[config.mk]
export PLATFORM = sky130hd
export DESIGN_NAME = datastream_framer_flat
export DESIGN_NICKNAME = d
export VERILOG_FILES = /design/src/rtl/datastream_pkg.sv /design/src/rtl/datastream_framer_if.sv /design/src/rtl/datastream_out_reg.sv /design/src/rtl/datastream_framer.sv /design/src/flat_wrapper.sv
export SDC_FILE = /design/constraint.sdc
export NUM_CORES = 1
export LEC_CHECK = 0
export CAP_MARGIN = 25
export CORE_MARGIN = 2
export CORE_UTILIZATION = 50
export CTS_BUF_LIST = sky130_fd_sc_hd__clkbuf_2
export DETAILED_ROUTE_END_ITERATION = 8
export DONT_BUFFER_PORTS = 1
export HOLD_SLACK_MARGIN = 0.1
export PLACE_DENSITY = 0.77
export SKIP_LAST_GASP = 1
export SLEW_MARGIN = 40
export SYNTH_ARGS = -nofsm -noshare
export SYNTH_HDL_FRONTEND = slang
export SYNTH_HIERARCHICAL = 1
export SYNTH_SLANG_ARGS = --single-unit
[constraint.sdc]
create_clock -name clk_i -period 1.5 [get_ports clk_i]
set_clock_uncertainty 0.15 [all_clocks]
set_input_delay 0.3 -clock clk_i [delete_from_list [all_inputs] [get_ports clk_i]]
set_output_delay 0.3 -clock clk_i [all_outputs]
set_load 0.02 [all_outputs]
[src/rtl/datastream_pkg.sv]
// Shared types and helpers for the datastream framer and its bench scoreboard.
// DATASTREAM_FRAMER_CHECKSUM_EN adds one checksum beat to every frame.
package datastream_pkg;

    typedef enum logic [1:0] {
        IDLE,
        HEADER,
        PAYLOAD,
        CHECK
    } state_t;

    localparam logic [7:0] SYNC_WORD_DEFAULT = 8'hA5;

    // Total output beats per frame, including the checksum beat when it is built in.
    function automatic int frame_words(input int windowsize, input int framelen);
`ifdef DATASTREAM_FRAMER_CHECKSUM_EN
        return windowsize + framelen + 1;
`else
        return windowsize + framelen;
`endif
    endfunction

endpackage

[src/rtl/datastream_framer_if.sv]
// Payload-in / framed-stream-out handshake bundle of the datastream framer.
// master = the framer itself, slave = the payload source and downstream sink.
interface datastream_framer_if #(
    parameter int DATASIZE = 8
);
    logic [DATASIZE-1:0] data_i;
    logic                valid_i;
    logic                ready_o;
    logic [DATASIZE-1:0] data_o;
    logic                valid_o;
    logic                ready_i;
    logic                frame_o;

    modport master (
        input  data_i,
        input  valid_i,
        input  ready_i,
        output ready_o,
        output data_o,
        output valid_o,
        output frame_o
    );

    modport slave (
        output data_i,
        output valid_i,
        output ready_i,
        input  ready_o,
        input  data_o,
        input  valid_o,
        input  frame_o
    );
endinterface

[src/rtl/datastream_out_reg.sv]
// Registered valid/ready output stage that holds its word until the sink accepts it.
module datastream_out_reg #(
    parameter int DATASIZE = 8
) (
    input  logic                clk_i,
    input  logic                rst_i,
    input  logic                load,
    input  logic [DATASIZE-1:0] din,
    input  logic                frame_in,
    input  logic                ready_i,
    output logic [DATASIZE-1:0] data_o,
    output logic                valid_o,
    output logic                frame_o,
    output logic                slot_free
);

    assign slot_free = !valid_o || ready_i;

    // A free slot with nothing to load drops valid so an accepted word is never repeated.
    always_ff @(posedge clk_i) begin
        if (!rst_i) begin
            data_o  <= '0;
            valid_o <= 1'b0;
            frame_o <= 1'b0;
        end else if (slot_free) begin
            valid_o <= load;
            frame_o <= load && frame_in;
            if (load) begin
                data_o <= din;
            end
        end
    end

endmodule

[src/rtl/datastream_framer.sv]
// Builds frames of WINDOWSIZE sync words followed by FRAMELEN payload words.
// Optional DATASTREAM_FRAMER_CHECKSUM_EN appends the mod-2^DATASIZE payload sum.
module datastream_framer
    import datastream_pkg::*;
#(
    parameter int                  DATASIZE   = 8,
    parameter int                  WINDOWSIZE = 4,
    parameter int                  FRAMELEN   = 16,
    parameter logic [DATASIZE-1:0] SYNC_WORD  = DATASIZE'(SYNC_WORD_DEFAULT)
) (
    input logic                 clk_i,
    input logic                 rst_i,
    datastream_framer_if.master bus
);

    // state   | meaning
    // IDLE    | no frame open; first sync word loads when payload is offered
    // HEADER  | emitting the remaining sync words, independent of valid_i
    // PAYLOAD | forwarding FRAMELEN payload words, bubbles allowed
    // CHECK   | emitting the payload checksum word (checksum builds only)

    localparam int HW = $clog2(WINDOWSIZE + 1);
    localparam int PW = $clog2(FRAMELEN + 1);

    state_t              state;
    state_t              state_nxt;
    logic [HW-1:0]       hdr_cnt;
    logic [HW-1:0]       hdr_nxt;
    logic [PW-1:0]       pay_cnt;
    logic [PW-1:0]       pay_nxt;
    logic                load;
    logic                frame_in;
    logic [DATASIZE-1:0] din;
    logic                slot_free;
    logic                in_xfer;
    logic [DATASIZE-1:0] data_q;
    logic                valid_q;
    logic                frame_q;
`ifdef DATASTREAM_FRAMER_CHECKSUM_EN
    logic [DATASIZE-1:0] sum;
    logic [DATASIZE-1:0] sum_nxt;
`endif

    assign bus.ready_o = (state == PAYLOAD) && slot_free;
    assign in_xfer     = bus.valid_i && bus.ready_o;

    always_ff @(posedge clk_i) begin
        if (!rst_i) begin
            state   <= IDLE;
            hdr_cnt <= '0;
            pay_cnt <= '0;
        end else begin
            state   <= state_nxt;
            hdr_cnt <= hdr_nxt;
            pay_cnt <= pay_nxt;
        end
    end

`ifdef DATASTREAM_FRAMER_CHECKSUM_EN
    always_ff @(posedge clk_i) begin
        if (!rst_i) begin
            sum <= '0;
        end else begin
            sum <= sum_nxt;
        end
    end
`endif

    always_comb begin
        state_nxt = state;
        hdr_nxt   = hdr_cnt;
        pay_nxt   = pay_cnt;
        load      = 1'b0;
        frame_in  = 1'b0;
        din       = SYNC_WORD;
`ifdef DATASTREAM_FRAMER_CHECKSUM_EN
        sum_nxt   = sum;
`endif
        case (state)
            IDLE: begin
                if (bus.valid_i && slot_free) begin
                    load      = 1'b1;
                    frame_in  = 1'b1;
                    hdr_nxt   = HW'(1);
                    pay_nxt   = '0;
`ifdef DATASTREAM_FRAMER_CHECKSUM_EN
                    sum_nxt   = '0;
`endif
                    state_nxt = (WINDOWSIZE == 1) ? PAYLOAD : HEADER;
                end
            end
            HEADER: begin
                if (slot_free) begin
                    load    = 1'b1;
                    hdr_nxt = hdr_cnt + HW'(1);
                    if (hdr_nxt == HW'(WINDOWSIZE)) begin
                        state_nxt = PAYLOAD;
                    end
                end
            end
            PAYLOAD: begin
                if (in_xfer) begin
                    load    = 1'b1;
                    din     = bus.data_i;
                    pay_nxt = pay_cnt + PW'(1);
`ifdef DATASTREAM_FRAMER_CHECKSUM_EN
                    sum_nxt = sum + bus.data_i;
`endif
                    if (pay_nxt == PW'(FRAMELEN)) begin
`ifdef DATASTREAM_FRAMER_CHECKSUM_EN
                        state_nxt = CHECK;
`else
                        state_nxt = IDLE;
`endif
                    end
                end
            end
`ifdef DATASTREAM_FRAMER_CHECKSUM_EN
            CHECK: begin
                if (slot_free) begin
                    load      = 1'b1;
                    din       = sum;
                    state_nxt = IDLE;
                end
            end
`endif
            default: begin
                state_nxt = IDLE;
            end
        endcase
    end

    datastream_out_reg #(
        .DATASIZE (DATASIZE)
    ) u_out_reg (
        .clk_i     (clk_i),
        .rst_i     (rst_i),
        .load      (load),
        .din       (din),
        .frame_in  (frame_in),
        .ready_i   (bus.ready_i),
        .data_o    (data_q),
        .valid_o   (valid_q),
        .frame_o   (frame_q),
        .slot_free (slot_free)
    );

    assign bus.data_o  = data_q;
    assign bus.valid_o = valid_q;
    assign bus.frame_o = frame_q;

endmodule

[src/flat_wrapper.sv]
// flat-port wrapper written by rule: the top's interface ports become plain ports
module datastream_framer_flat import datastream_pkg::*;
#(
    parameter int                  DATASIZE   = 8,
    parameter int                  WINDOWSIZE = 4,
    parameter int                  FRAMELEN   = 16,
    parameter logic [DATASIZE-1:0] SYNC_WORD  = DATASIZE'(SYNC_WORD_DEFAULT)
)
  (clk_i, rst_i, bus_data_i, bus_valid_i, bus_ready_i, bus_ready_o, bus_data_o, bus_valid_o, bus_frame_o);
  datastream_framer_if #(.DATASIZE(DATASIZE)) bus_i ();
  input logic clk_i;
  input logic rst_i;
  input wire logic [$bits(bus_i.data_i)-1:0] bus_data_i;
  input wire logic [$bits(bus_i.valid_i)-1:0] bus_valid_i;
  input wire logic [$bits(bus_i.ready_i)-1:0] bus_ready_i;
  output wire logic [$bits(bus_i.ready_o)-1:0] bus_ready_o;
  output wire logic [$bits(bus_i.data_o)-1:0] bus_data_o;
  output wire logic [$bits(bus_i.valid_o)-1:0] bus_valid_o;
  output wire logic [$bits(bus_i.frame_o)-1:0] bus_frame_o;
  assign bus_i.data_i = bus_data_i;
  assign bus_i.valid_i = bus_valid_i;
  assign bus_i.ready_i = bus_ready_i;
  assign bus_ready_o = bus_i.ready_o;
  assign bus_data_o = bus_i.data_o;
  assign bus_valid_o = bus_i.valid_o;
  assign bus_frame_o = bus_i.frame_o;
  datastream_framer #(.DATASIZE(DATASIZE), .WINDOWSIZE(WINDOWSIZE), .FRAMELEN(FRAMELEN), .SYNC_WORD(SYNC_WORD)) u_core (.clk_i(clk_i), .rst_i(rst_i), .bus(bus_i));
endmodule
-- After elaboration in Yosys (flattened, before gate mapping)
Cells that the tools add are included.
- register bits: 20
- $add $sub $neg: 2
- equality and inequality tests: 9
- muxes and demuxes: 19
- reduce and logical (&&, ||, !) cells: 13
- operators by type and width (cell ; count):
    2-to-1 mux 8 bit ; 2
    2-to-1 mux 2 bit ; 5
    2-to-1 mux 5 bit ; 2
    case mux 5 bit (2 select lines) ; 1
    inequality test 2 x 1 -> 1 bit, second input constant ; 4
    2-to-1 mux 3 bit ; 2
    case mux 2 bit (3 select lines) ; 1
    case mux 3 bit (2 select lines) ; 1
    AND reduction 3 bit ; 2
    adder 5 x 1 -> 5 bit, second input constant ; 1
    == test 5 bit, second input constant ; 1
    AND reduction 5 bit ; 1
    logical AND 1 bit ; 4
    2-to-1 mux 1 bit ; 4
    nonzero test 2 bit ; 2
    adder 3 x 1 -> 3 bit, second input constant ; 1
    == test 3 bit, second input constant ; 1
    case mux 1 bit (3 select lines) ; 1
    == test 2 x 1 -> 1 bit, second input constant ; 1
    == test 2 bit, second input constant ; 1
    logical NOT 2 bit ; 1
    inequality test 2 bit, second input constant ; 1
    AND reduction 2 bit ; 1
    logical NOT 1 bit ; 1
    logical OR 1 bit ; 1

-- Longest topological paths before layout
- depth after elaboration: 7
- gate-level depth with buffers: 8

-- Cells and area by module
The synthesis kept the hierarchy.
- by module, submodules not included (module ; instances ; cells each ; area an instance (µm²)):
    datastream_framer ; 1 ; 69 ; 604.3
    datastream_out_reg ; 1 ; 43 ; 419.2

-- Least setup slack after synthesis
Ideal clock, no wire load.
- path type: register to register
- from: register u_core.u_out_reg.valid_o
- to: register u_core.u_out_reg.data_o[0]
- arrival time: 1.475 ns
- required time: 1.278 ns
- setup slack: -0.197 ns
- stages on the path, launching flop included: 8
- path buffers: 0
- clock period less this slack: 1.697 ns
- path through: dfxtp_1 > nor2b_4 > inv_4 > and2b_2 > o21ai_0 > nand2_1 > nand2_8 > mux2i_1
- longest elaborated chain between the ends: 7
- RTL lines (what ; RTL line ; RTL):
    start, declared ; datastream_out_reg.sv:12 ; output logic valid_o,
    start signal, assigned ; datastream_out_reg.sv:26 ; valid_o <= load;
    logical NOT 1 bit (*) ; datastream_out_reg.sv:17 ; assign slot_free = !valid_o || ready_i;
    logical OR 1 bit (*) ; datastream_out_reg.sv:17 ;
    net u_core.slot_free ; datastream_framer.sv:34 ; logic slot_free;
    logical AND 1 bit ; datastream_framer.sv:44 ; assign bus.ready_o = (state == PAYLOAD) && slot_free;
    logical AND 1 bit ; datastream_framer.sv:45 ; assign in_xfer = bus.valid_i && bus.ready_o;
    2-to-1 mux 1 bit ; datastream_framer.sv:102 ; if (in_xfer) begin
    case mux 1 bit (3 select lines) (*) ; datastream_framer.sv:79 ; case (state)
    net u_core.load ; datastream_framer.sv:31 ; logic load;
    AND reduction 2 bit (no line) (*) ; - ;
    end signal, assigned ; datastream_out_reg.sv:29 ; data_o <= din;
    end, declared ; datastream_out_reg.sv:11 ; output logic [DATASIZE-1:0] data_o,
The timed path passes the listed nets; every way through them passes the cells marked *.
A chain may end at the register's enable or synchronous reset.

-- Worst setup path in the final report
- from: register u_core.u_out_reg.valid_o
- to: output port bus_ready_o
- longest elaborated chain between the ends: 3
- RTL lines (what ; RTL line ; RTL):
    logical NOT 1 bit ; datastream_out_reg.sv:17 ;
    logical OR 1 bit ; datastream_out_reg.sv:17 ;
    net u_core.slot_free ; datastream_framer.sv:34 ;
    logical AND 1 bit ; datastream_framer.sv:44 ;
    end, declared ; flat_wrapper.sv:16 ; output wire logic [$bits(bus_i.ready_o)-1:0] bus_ready_o;
The timed path passes the listed nets, and every way through them passes these cells.

==> metrics.md <==
| Metric | Value |
|---|---|
| Status | `finished with violations` |
| Violated checks | `negative setup slack` |
| Routability-driven placement congestion ratio | `0.756` |
| Hold Path Origin | `bus_data_i[0]` |
| Worst min-delay path class | `in2reg` |
| Leakage power summed over all cells | `0.000538 uW` |
| Post-placement cell area | `0.00109 mm^2` |
| GR Util All Layers | `19.7%` |
| Power density over the cells | `785 mW/mm^2` |
| Vias in the first global route | `824` |
| Number of buffers on the longest clock path | `2` |
| Top Ports | `23` |
| FF-to-FF Start | `u_core/u_out_reg/valid_o` |
| H-tree lvl count | `1` |
| Critical path start-end classification | `reg2out` |
| Sequential share of the synthesized area | `39.1%` |
| Highest Signal Layer | `met4` |
| Pin count of the biggest net entering global routing | `20` |
| Maximum fanout count along the critical path | `5` |
| Number of max-slew violations in the final report | `0` |
| Final design instance area without fill | `0.00130 mm^2` |
| Shortest clock period the worst path allows after layout | `1640 ps` |
| Total DRC errors in the routed layout | `0` |
| Unique cell type count in the Yosys netlist | `34` |
| Number of filler instances in the final layout | `156` |
| Count of flip-flops with a built-in enable after synthesis | `0` |
| Fraction of layout instances using a drive strength above 1 | `30.1%` |
| Routed met3 length | `98 um` |
| Via Count | `865` |
| Detail-routed net length per standard cell | `13.6 um` |
| Ratio of final minimum period to clock period | `109%` |
| Final hold violations | `0` |
| Leading cell types in the layout, fill and taps excluded | `19 x nand2_1, 16 x dfxtp_1, 12 x buf_4` |
| Register bit count reported by yosys | `20` |
| Number of buffers inserted by port buffering | `0` |
| Setup repair after global routing missed its margin | `yes` |
| Leftover overflow at the end of global routing | `0` |
| Post-route setup slack | `-136 ps` |
| Kind of end point of the critical path | `output pin` |
| Final count of negative-setup-slack endpoints | `12` |
| CTS root buf | `clkbuf_2` |
| Place WS | `-14.1 ps` |
| Max capacitance violation total | `0` |
| CTS tree | `yes` |
| Insertion delay to the later sink of the worst-skew pair | `300 ps` |
| Post-Synthesis Cells | `112` |
| Antenna violations before repair | `0` |
| Area of the core | `0.00194 mm^2` |
| Overall Power | `1020 uW` |
| Crit start category | `flip-flop` |
| Worst-case hold slack | `99.4 ps` |
| Floorplan die area | `0.00243 mm^2` |
| Wire length reported by the detailed router | `2170 um` |
| Syn_nets | `127` |
| Initial Util | `52.7%` |
| Depth of the worst register-to-register path | `7` |
| Horizontal die dimension | `49.2 um` |
| Standard-cell rows | `16` |
| Internal reg-to-reg setup slack | `-50 ps` |
| Clock input transition at the sequential cells of the worst setup and hold paths | `190 ps` |
| Slew Limit Headroom | `58.8%` |
| CP Data Arrival Time | `1190 ps` |
| Required time reported for the critical path endpoint | `1050 ps` |
| Proportion of synthesized flip-flops having asynchronous set or reset | `0%` |
| Number of CTS-inserted buffers | `3` |
| First DRT Iteration DRCs | `19` |
| Worst-Margin Slew | `617 ps` |
| Capture instance of the worst register-to-register path | `u_core/pay_cnt[4]` |
| Commonest non-fill, non-tap cell in the layout | `nand2_1` |
| Count of nets left with antenna violations after detail routing | `0` |
| Wire length of the first global-routing pass | `3710 um` |
| Met1 routed wirelength after detailed routing | `1030 um` |
| Syn. warnings | `6` |
| Timing-limited maximum frequency | `611 MHz` |
| Post-DP HPWL | `1420 um` |
| Clk sinks | `20` |
| Predominant post-synthesis flop cell | `dfxtp_1` |
| Area delta synth->final | `27.0%` |
| Number of cells on the worst hold path | `3` |
| Number of antenna diodes | `0` |
| Detail Route met2 WL | `1000 um` |
| Die span in y | `49.2 um` |
| Post-Syn Area per Cell | `9.14 um^2` |
| Per-cell via count in the routed design | `5.41` |
| Final-stage net count | `150` |
| Initial DRT Pass Iterations | `4` |
| Mapped cell area | `0.00102 mm^2` |
| Peak ir drop on the vdd network | `0.490 mV` |
| Min-Delay Endpoint | `u_core/u_out_reg/data_o[0]` |
synth_stat cells, types with 2 or more instances:
cell type,number,area [um^2]
mux2i_1,8,80.1
a21oi_1,4,20.0
nor2_1,7,26.3
a311oi_1,4,35.0
nand3_1,5,25.0
nand2_1,21,78.8
dfxtp_1,20,400
nand2b_1,6,37.5
ha_1,3,37.5
and2_1,6,37.5
a41oi_1,2,17.5
buf_4,2,15.0
o21a_1,2,15.0
a22oi_1,2,15.0
flip-flops by register name (all words and copies together), names as in the netlist:
signal,cells
u_core/u_out_reg/frame_o,1
u_core/hdr_cnt,3
u_core/u_out_reg/data_o,8
u_core/u_out_reg/valid_o,1
u_core/pay_cnt,5
u_core/state,2
worst max-delay path: stages, from the launching register on:
cell	delay [ps]
dfxtp_2	360
nor2b_4	130
inv_4	60
nor3b_4	190
buf_6	140
through the flow:
step / TNS, ps / util, % / instances
2_1_floorplan: -62.4 / - / 112
3_3_place_gp: 0 / 56.3 / 141
3_5_place_dp: -25.3 / 56.3 / 141
4_1_cts: -163 / 63.1 / 155
5_1_grt: -1860 / 66.9 / 160
6_report: -366 / 66.9 / 160
report_power, final:
| part | total (uW) | switching, uW | internal [uW] | leakage (uW) |
|---|---|---|---|---|
| combinational | 208 | 107 | 101 | 0.000360 |
| sequential | 603 | 41.7 | 561 | 0.000165 |
| clock | 209 | 154 | 54.6 | 0.0000125 |
metal layers:
metal | up-vias | track usage, %
li1 | 433 | -
met5 | - | 0
met2 | 22 | 30.2
met1 | 404 | 26.1
met3 | 6 | 3.99
met4 | 0 | 10.0
worst max path at each step:
| stage | startpoint | end | cells after the start |
|---|---|---|---|
| floorplan | u_core/u_out_reg/valid_o | u_core/u_out_reg/data_o[1] | 8 |
| global placement | u_core/u_out_reg/valid_o | u_core/pay_cnt[3] | 7 |
| detailed placement | u_core/u_out_reg/valid_o | u_core/pay_cnt[4] | 7 |
| CTS | u_core/u_out_reg/valid_o | bus_ready_o | 4 |
| global route | u_core/u_out_reg/valid_o | bus_ready_o | 4 |
| finish | u_core/u_out_reg/valid_o | bus_ready_o | 4 |
layout make-up:
type	count	area, um^2	share of cell area [%]
multi-input cells	85	633	48.7
flip-flops and latches	20	408	31.4
inverters	3	13.8	1.06
repair buffers	22	196	15.1
clock buffers	3	15.0	1.15
well taps	27	33.8	2.60
repair_timing:
item	CTS	global route
pin swaps	4	4
hold endpoints to repair	12	0
setup endpoints to repair	12	19
gates resized for setup	5	10
hold buffers	7	0
setup buffers	4	5
cells by family (layout without fill, tap and decap cells):
| kind of cell | count (synthesis) | after routing | share of synthesized area (%) |
|---|---|---|---|
| AO/OA/AOI/OAI | 20 | 20 | 15.9 |
| XOR/XNOR | 1 | 1 | 0.856 |
| adder cells (fa/ha/maj) | 3 | 3 | 3.67 |
| buffers and inverters | 7 | 28 | 4.40 |
| flip-flops | 20 | 20 | 39.1 |
| multiplexers | 8 | 8 | 7.82 |
| AND/OR/NAND/NOR | 53 | 53 | 28.2 |
Power figures use the tool's default switching activity.
